## src/rtl/loop_addr_gen.sv

```systemverilog
// loop_addr_gen: nested-loop index/address generator with valid/ready beats, abort and done pulse.
module loop_addr_gen #(
    parameter int NDepth = 3,
    parameter int IdxDW  = 11,
    parameter int AddrDW = 16
) (
    input  logic                           i_clk,
    input  logic                           i_rst,
    input  logic                           i_start,
    input  logic                           i_abort,
    input  logic [NDepth-1:0][IdxDW-1:0]   i_loopSize,
    input  logic [NDepth-1:0][AddrDW-1:0]  i_stride,
    input  logic [AddrDW-1:0]              i_base,
    output logic                           o_val,
    input  logic                           i_rdy,
    output logic [NDepth-1:0][IdxDW-1:0]   o_idx,
    output logic [AddrDW-1:0]              o_addr,
    output logic [NDepth-1:0]              o_first,
    output logic [NDepth-1:0]              o_last,
    output logic                           o_busy,
    output logic                           o_done
);
    typedef enum logic {IDLE, RUN} state_t;
    state_t state;
    logic [NDepth-1:0][IdxDW-1:0] size, idx, nidx;
    logic [NDepth-1:0][AddrDW-1:0] stride, off, noff;
    logic [AddrDW-1:0] base, addr, nsum;
    logic [NDepth-1:0] carry;
    logic done;
    always_comb begin
        o_first = '0;
        o_last = '0;
        carry = '1;
        nidx = idx;
        noff = off;
        nsum = base;
        for (int k = 0; k < NDepth; k++) begin
            o_first[k] = idx[k] == '0;
            o_last[k] = idx[k] == size[k] - IdxDW'(1);
        end
        for (int k = 1; k < NDepth; k++) carry[k] = carry[k-1] & o_last[k-1];
        // Offsets accumulate strides, so the address is a plain sum with no multiply.
        for (int k = 0; k < NDepth; k++) begin
            nidx[k] = !carry[k] ? idx[k] : o_last[k] ? '0 : idx[k] + IdxDW'(1);
            noff[k] = !carry[k] ? off[k] : o_last[k] ? '0 : off[k] + stride[k];
            nsum = nsum + noff[k];
        end
    end
    always_ff @(posedge i_clk) begin
        if (i_rst) begin
            state <= IDLE;
            idx <= '0;
            off <= '0;
            addr <= '0;
            stride <= '0;
            base <= '0;
            done <= 1'b0;
            for (int k = 0; k < NDepth; k++) size[k] <= IdxDW'(1);
        end else begin
            done <= 1'b0;
            if (state == IDLE) begin
                if (i_start) begin
                    state <= RUN;
                    idx <= '0;
                    off <= '0;
                    addr <= i_base;
                    base <= i_base;
                    stride <= i_stride;
                    for (int k = 0; k < NDepth; k++)
                        size[k] <= (i_loopSize[k] == '0) ? IdxDW'(1) : i_loopSize[k];
                end
            end else if (i_abort) begin
                state <= IDLE;
            end else if (i_rdy) begin
                // Final beat leaves indices and offsets parked on their last values.
                if (&o_last) begin
                    state <= IDLE;
                    done <= 1'b1;
                end else begin
                    idx <= nidx;
                    off <= noff;
                    addr <= nsum;
                end
            end
        end
    end
    assign o_busy = state == RUN;
    assign o_val = o_busy;
    assign o_idx = idx;
    assign o_addr = addr;
    assign o_done = done;
endmodule
```

## config.mk

```make
export PLATFORM = sky130hd
export DESIGN_NAME = loop_addr_gen
export DESIGN_NICKNAME = d
export VERILOG_FILES = /design/src/rtl/loop_addr_gen.sv
export SDC_FILE = /design/constraint.sdc
export NUM_CORES = 1
export LEC_CHECK = 0
export ABC_AREA = 1
export ABC_CLOCK_PERIOD_IN_PS = 13300
export CORE_ASPECT_RATIO = 0.5
export CORE_MARGIN = 2
export CORE_UTILIZATION = 50
export CTS_CLUSTER_SIZE = 25
export DETAILED_ROUTE_END_ITERATION = 8
export PLACE_DENSITY = 0.73
export SYNTH_ARGS = -nofsm -noshare
export SYNTH_HDL_FRONTEND = slang
export SYNTH_SLANG_ARGS = --single-unit
```

## constraint.sdc

```tcl
create_clock -name i_clk -period 13.3 [get_ports i_clk]
set_input_delay 2.66 -clock i_clk [delete_from_list [all_inputs] [get_ports i_clk]]
set_output_delay 2.66 -clock i_clk [all_outputs]
set_load 0.01 [all_outputs]
```

==> summary.txt, run 1 <==
Worst setup SP type -> flop
layout cells sized above 1 -> 4.54%
Initial Util -> 51.2%
# hold bufs at CTS -> 0
post-DP HPWL -> 27900 microns
Seq cells post-synth -> 196
Pwr Total -> 1.59 mW
Max Cap Viol -> 0
remaining global-route overflow -> 0
clock insertion delay at the later pin of the skew report -> 0.46 ns
final core occ -> 60.9%
vias -> 12788
cell-internal power -> 1.11 mW
worst r2r dst -> o_addr[13]$_SDFFE_PP0P_
clock sink count -> 196
worst r2r path cells -> 30
first-pass GRT wire length -> 60900 microns
cts repair resizes -> 0
initial antenna violation count -> 0
sequential group share of total power -> 40.6%
Async S/R FF share, synth -> 0%
Worst Path Buf+Inv -> 4
DRT iter0 DRCs -> 1088
CP max FO -> 14
net switching power figure -> 0.482 mW
Mean Syn Cell Area -> 6.78 sq um
Crit Path Class -> flop to flop
clock period minus worst slack -> 6.21 ns
GR peak layer -> met2
Peak VDD IR -> 0.100 mV
clock-pin slew on the worst setup and hold paths -> 0.07 ns
Global Route Usage Sum -> 27.6%
max incr delay on CP -> 0.62 ns
EDFF count, synth -> 0
core footprint -> 25300 sq um
CTS buffer count -> 17
CTS root buf -> clkbuf_16
Die Y -> 118 microns
status -> finished clean
Placed Cells -> 2363
row count -> 41
CTS Buffer Depth -> 2
Mapped Area -> 13000 sq um
f_max -> 0.161 GHz
PortBufs -> 159
Top FF cell, synth -> dfxtp_1
CP top delay family -> simple AND/OR/NAND/NOR gates
Rel. slew slack -> 30.7%
GR Util met3 -> 4.87%
area grow syn2layout -> 18.9%
Worst Tran Pin Value -> 1.04 ns
Post-Route WL -> 37200 microns
met1 usage -> 38.7%
Reg2Reg Setup Slack -> 7.09 ns
Antenna Nets Post-Route -> 0
vias in the first global route -> 11921
vias per cell -> 5.34
Slowest cell on crit path -> nand4_1
Worst path most repeated cell -> nand2_1
Setup crit end kind -> flop
switching part of the total -> 30.3%
Seq/Total Area, Yosys -> 30.2%
GP Congestion -> 0.963
Pre-antenna DRT Iters -> 8
Mapped Nets -> 2119
hold path startpoint -> o_addr[15]$_SDFFE_PP0P_
PwrDens -> 103 nW/um^2
Routed WL per cell -> 15.5 microns
endpoints failing hold -> 0
post-CTS setup-driven buffer insertion count -> 0
Max Clock Skew -> 0.00650 ns
part of the cycle the worst path needs -> 46.7%
Die ar. -> 27300 sq um
Arr. time, crit path -> 6.56 ns
worst hold path depth -> 2
setup TNS -> 0 ns
number of I/O pins -> 160
Comb power frac -> 22.9%
final non-filler cell area -> 15400 sq um
CTS tree -> yes
drt drc -> 0
die width -> 232 microns
Leak -> 6.55 nW
GR Layer Usage met2 -> 43.8%
diode count -> 0
Hold Path Class -> flop to flop
Clk pwr share -> 36.5%
Synth cell types -> 51
Final Non-Filler Cells -> 2393
Placement Cell Area -> 14800 sq um
worst hold endpoint -> o_addr[15]$_SDFFE_PP0P_
# nets final -> 2242
Final Max Slew Viols -> 0
Crit path required time -> 13.65 ns
FF-to-FF Start -> size[0]$_SDFFE_PP1P_
Ys Warns -> 0
Final Setup Violations -> 0
CTS H-tree lvls -> 4
Mapped Cells -> 1915
largest net degree at the start of global routing -> 89
RSZ-0062 raised after global routing -> false
Fillers -> 2412
==> placed cells by master (no fill, tap or decap), types with 5 or more instances in the layout <==
cell             netlist  final
nand3b_1               8      8
nor3_1                22     22
buf_4                  3      5
nor2_1               241    241
clkbuf_16              0     17
xor2_1                41     41
nor2_2                11     11
a211oi_1              28     28
o22ai_1               14     14
xnor2_1               18     18
nand2_1              422    421
nor2_4                 5      5
o21bai_1               7      7
ha_1                  69     69
clkdlybuf4s50_1        0    158
o21ai_1               13     13
nand2_2                5      5
bufinv_16              0      5
o21ai_0              132    132
a21oi_1              160    160
or2_2                 13     13
inv_2                 14     15
nor4_1                11     11
nand4_1               26     26
a31oi_1               13     13
a21o_1                 5      5
dfxtp_1              196    196
nand3_1               90     90
inv_1                225    224
fa_1                  33     33
==> worst min-delay path: stages, from the launching register on <==
cell     delay [ns]
dfxtp_1        0.31
nand2_1        0.06
a21oi_1        0.05
==> per-stage QoR <==
step	hold WS, ns	worst slack, ns
6_report	0.468	7.09
5_1_grt	0.488	6.51
4_1_cts	0.472	7.21
3_5_place_dp	0.461	7.25
3_3_place_gp	0.457	7.42
2_1_floorplan	0.448	8.25
==> cell usage after synthesis, types with 5 or more instances <==
cell type    n  area [sq um]
o22ai_1     14          87.6
nand2_1    422          1580
o21bai_1     7          52.6
xor2_1      41           359
o21ai_1     13          65.1
nor3_1      22           110
nand3_1     90           450
nand4_1     26           163
or2_2       13          81.3
xnor2_1     18           158
inv_1      225           845
nor4_1      11          68.8
a211oi_1    28           210
fa_1        33           661
clkbuf_1    43           161
nor2_4       5          56.3
ha_1        69           863
buf_2       11          55.1
dfxtp_1    196          3920
a21o_1       5          37.5
inv_2       14          52.6
a31oi_1     13          81.3
nor2_1     241           905
o21ai_0    132           661
nand3b_1     8          60.1
nor2_2      11          68.8
nand2_2      5          31.3
a21oi_1    160           801
==> registers in the layout, summed over array words and instances, names as in the netlist <==
name / cells
base: 16
o_addr: 16
o_busy: 1
o_done: 1
o_idx: 33
off: 48
size: 33
stride: 48
==> worst max path at each step <==
stage / from / to / slack, ns / cells after the start
after floorplan: size[0]$_SDFFE_PP1P_ / o_addr[14]$_SDFFE_PP0P_ / 8.25 / 30
after global placement: size[0]$_SDFFE_PP1P_ / o_addr[13]$_SDFFE_PP0P_ / 7.42 / 30
after detailed placement: size[0]$_SDFFE_PP1P_ / o_addr[13]$_SDFFE_PP0P_ / 7.25 / 30
after CTS: size[0]$_SDFFE_PP1P_ / o_addr[13]$_SDFFE_PP0P_ / 7.21 / 30
after global routing: size[0]$_SDFFE_PP1P_ / o_addr[14]$_SDFFE_PP0P_ / 6.51 / 33
final: size[0]$_SDFFE_PP1P_ / o_addr[13]$_SDFFE_PP0P_ / 7.09 / 30
==> per-layer routing <==
metal / share of wire [%] / wire length [microns] / vias to the layer above
li1: - / - / 6504
met1: 48 / 17800 / 5886
met2: 44 / 16500 / 363
met3: 6.3 / 2340 / 35
met4: 1.5 / 544 / 0
met5: 0 / 0 / -
==> power groups by stage <==
stage	logic (mW)	registers (mW)	clock network, mW
final	0.364	0.646	0.581
after global routing	0.411	0.650	0.612
after CTS	0.363	0.646	0.589
after detailed placement	0.360	0.659	0
after global placement	0.357	0.658	0
after floorplan	0.243	0.654	0
==> cells by family (layout without fill, tap and decap cells) <==
family / count (synthesis) / count (layout) / share of synthesized area (%)
AND/OR/NAND/NOR: 870 / 870 / 28.7
adder cells (fa/ha/maj): 102 / 102 / 11.7
buffers and inverters: 300 / 434 / 8.87
flip-flops: 196 / 196 / 30.2
AO/OA/AOI/OAI: 388 / 388 / 16.5
XOR/XNOR: 59 / 59 / 3.98
==> final cells by class <==
| class | count | area (sq um) | share of cell area, % |
|---|---|---|---|
| Clock buffer | 21 | 470 | 3.05 |
| Clock inverter | 9 | 176 | 1.14 |
| Inverter | 240 | 901 | 5.84 |
| Multi-Input combinational cell | 1419 | 7910 | 51.2 |
| Sequential cell | 196 | 3920 | 25.4 |
| Tap cell | 344 | 430 | 2.79 |
| Timing Repair Buffer | 164 | 1620 | 10.5 |
Note: power is estimated with default switching activity, not from simulation.
==> run 2, diff against run 1 <==
--- a/config.mk
+++ b/config.mk
@@ -6,13 +6,13 @@
 export NUM_CORES = 1
 export LEC_CHECK = 0
 export ABC_AREA = 1
-export ABC_CLOCK_PERIOD_IN_PS = 13300
+export ABC_CLOCK_PERIOD_IN_PS = 5700
 export CORE_ASPECT_RATIO = 0.5
 export CORE_MARGIN = 2
 export CORE_UTILIZATION = 50
 export CTS_CLUSTER_SIZE = 25
 export DETAILED_ROUTE_END_ITERATION = 8
-export PLACE_DENSITY = 0.73
+export PLACE_DENSITY = 0.76
 export SYNTH_ARGS = -nofsm -noshare
 export SYNTH_HDL_FRONTEND = slang
 export SYNTH_SLANG_ARGS = --single-unit
==> constraint.sdc (replaced) <==
create_clock -name i_clk -period 5.7 [get_ports i_clk]
set_input_delay 1.14 -clock i_clk [delete_from_list [all_inputs] [get_ports i_clk]]
set_output_delay 1.14 -clock i_clk [all_outputs]
set_load 0.01 [all_outputs]
==> summary.txt, run 2 (synthesis results as in run 1) <==
clock period minus worst slack -> 5.26 ns (was 6.21 ns)
die width -> 232 microns (unchanged)
Worst Tran Pin Value -> 1.03 ns (was 1.04 ns)
wl on met1 -> 17700 microns (was 17800 microns)
Leak -> 6.62 nW (was 6.55 nW)
core footprint -> 25300 sq um (unchanged)
# nets final -> 2252 (was 2242)
DR WL met2 -> 16300 microns (was 16500 microns)
remaining global-route overflow -> 0 (unchanged)
final setup margin -> 0.435 ns (was 7.09 ns)
f_max -> 0.190 GHz (was 0.161 GHz)
PortBufs -> 159 (unchanged)
CTS root buf -> clkbuf_16 (unchanged)
Routed WL per cell -> 15.6 microns (was 15.5 microns)
PwrDens -> 239 nW/um^2 (was 103 nW/um^2)
clock sink count -> 196 (unchanged)
CTS H-tree lvls -> 4 (unchanged)
Final Max Slew Viols -> 0 (unchanged)
Pre-antenna DRT Iters -> 5 (was 8)
clock insertion delay at the later pin of the skew report -> 0.46 ns (about the same)
Die ar. -> 27300 sq um (unchanged)
max incr delay on CP -> 0.53 ns (was 0.62 ns)
commonest non-fill, non-tap cells in the layout -> nand2_1, nor2_1, inv_1, dfxtp_1, clkdlybuf4s50_1 (was nand2_1, nor2_1, inv_1, dfxtp_1, a21oi_1)
Slowest cell on crit path -> fa_1 (was nand4_1)
Final Non-Filler Cells -> 2404 (was 2393)
vias -> 12785 (was 12788)
Hold Path Class -> flop to flop (unchanged)
net switching power figure -> 1.14 mW (was 0.482 mW)
diode count -> 0 (unchanged)
vias per cell -> 5.32 (was 5.34)
status -> finished clean (unchanged)
CTS tree -> yes (unchanged)
met3 wire len -> 2760 microns (was 2340 microns)
vias in the first global route -> 11747 (was 11921)
Worst setup SP type -> flop (unchanged)
area grow syn2layout -> 20.2% (was 18.9%)
Antenna Nets Post-Route -> 0 (unchanged)
first-pass GRT wire length -> 59900 microns (was 60900 microns)
Max Clock Skew -> 0.00904 ns (was 0.00650 ns)
CP top delay family -> simple AND/OR/NAND/NOR gates (unchanged)
endpoints failing hold -> 0 (unchanged)
# hold bufs at CTS -> 0 (unchanged)
Comb power frac -> 23.4% (was 22.9%)
clock-pin slew on the worst setup and hold paths -> 0.07 ns (about the same)
Peak VDD IR -> 0.239 mV (was 0.100 mV)
Final Setup Violations -> 0 (unchanged)
Crit path required time -> 6.05 ns (was 13.65 ns)
CP max FO -> 9 (was 14)
cell-internal power -> 2.58 mW (was 1.11 mW)
part of the cycle the worst path needs -> 92.4% (was 46.7%)
Worst path most repeated cell -> nand2_1 (unchanged)
worst slack, placed -> 0.0790 ns (was 7.25 ns)
Initial Util -> 51.2% (unchanged)
switching part of the total -> 30.6% (was 30.3%)
sequential group share of total power -> 40.5% (was 40.6%)
number of I/O pins -> 160 (unchanged)
Pwr Total -> 3.72 mW (was 1.59 mW)
Crit Path Class -> flop to flop (unchanged)
largest net degree at the start of global routing -> 99 (was 89)
Setup crit end kind -> flop (unchanged)
Largest regs -> off: 48 flops, stride: 48 flops (unchanged)
Max Cap Viol -> 0 (unchanged)
most common cell after layout, fill and taps aside -> nand2_1 (unchanged)
Worst Path Buf+Inv -> 3 (was 4)
post-DP HPWL -> 27900 microns (about the same)
Global Route Usage Sum -> 27.5% (was 27.6%)
Placed Cells -> 2372 (was 2363)
Clk pwr share -> 36.1% (was 36.5%)
row count -> 41 (unchanged)
initial antenna violation count -> 0 (unchanged)
Post-Route WL -> 37500 microns (was 37200 microns)
CTS buffer count -> 17 (unchanged)
DRT iter0 DRCs -> 962 (was 1088)
Rel. slew slack -> 31.5% (was 30.7%)
highest routed metal layer -> met4 (unchanged)
Arr. time, crit path -> 5.61 ns (was 6.56 ns)
CTS Buffer Depth -> 2 (unchanged)
layout cells sized above 1 -> 5.97% (was 4.54%)
Die Y -> 118 microns (unchanged)
drt drc -> 0 (unchanged)
GP Congestion -> 0.917 (was 0.963)
run 2: cell count changes in the layout (fill, tap and decap cells not counted), moves of 3 or more:
cell	previous run	this run
ha_1	69	66
buf_4	5	15
o21ai_0	132	127
a21oi_2	0	3
o22ai_1	14	10
o21ai_1	13	17
o22ai_2	0	4
a21oi_1	160	157
nor2_1	241	238
run 2: what timing repair did:
action,in CTS,in global routing
setup endpoints to repair,0,7
resized for setup,0,29
buffers inserted,0,1
run 2: worst paths after layout:
kind,cells after the start,slack (ns),from,end
hold reg to reg,2,0.47,o_addr[15]$_SDFFE_PP0P_,o_addr[15]$_SDFFE_PP0P_
setup reg to reg,31,0.44,size[13]$_SDFFE_PP0P_,o_addr[13]$_SDFFE_PP0P_
setup / recovery,31,0.44,size[13]$_SDFFE_PP0P_,o_addr[13]$_SDFFE_PP0P_
hold / removal,2,0.47,o_addr[15]$_SDFFE_PP0P_,o_addr[15]$_SDFFE_PP0P_
run 2: worst register-to-register path: cells and delay by family, from the launching register on:
kind / cells / cell delay [ns]
compound gates: 8 / 1.12
xor+xnor: 1 / 0.16
simple gates: 16 / 1.87
buf+inv: 3 / 0.24
flops: 1 / 0.40
fa+ha+maj: 3 / 1.36
run 2: cell type report:
class                      count  area [sq um]
clock buffer                  24           502
clock inverter                 7           143
fill                        2396          9740
inverter                     240           901
multi-input combinational   1419          8000
sequential                   196          3920
tap                          344           430
timing repair buffer         174          1700
run 2: through the flow:
step	hold slack (ns)	instance area, sq um	utilization, %	TNS, ns
after global routing	0.484	15600	61.5	-0.0603
final	0.465	15600	61.5	0
after floorplan	0.448	13000	-	0
after CTS	0.467	15500	61.2	0
after detailed placement	0.456	14900	58.6	0
after global placement	0.456	14900	58.6	0
run 2: power groups by stage:
stage | clock, mW | combinational (mW) | sequential [mW]
floorplan | 0 | 0.566 | 1.52
global placement | 0 | 0.840 | 1.54
detailed placement | 0 | 0.851 | 1.54
CTS | 1.36 | 0.858 | 1.51
global route | 1.41 | 0.980 | 1.52
finish | 1.34 | 0.873 | 1.51
run 2: layer usage:
| metal | vias to the layer above | track usage (%) |
|---|---|---|
| li1 | 6504 | - |
| met2 | 358 | 42.7 |
| met1 | 5876 | 38.9 |
| met3 | 47 | 5.52 |
| met4 | 0 | 6.97 |
| met5 | - | 0 |
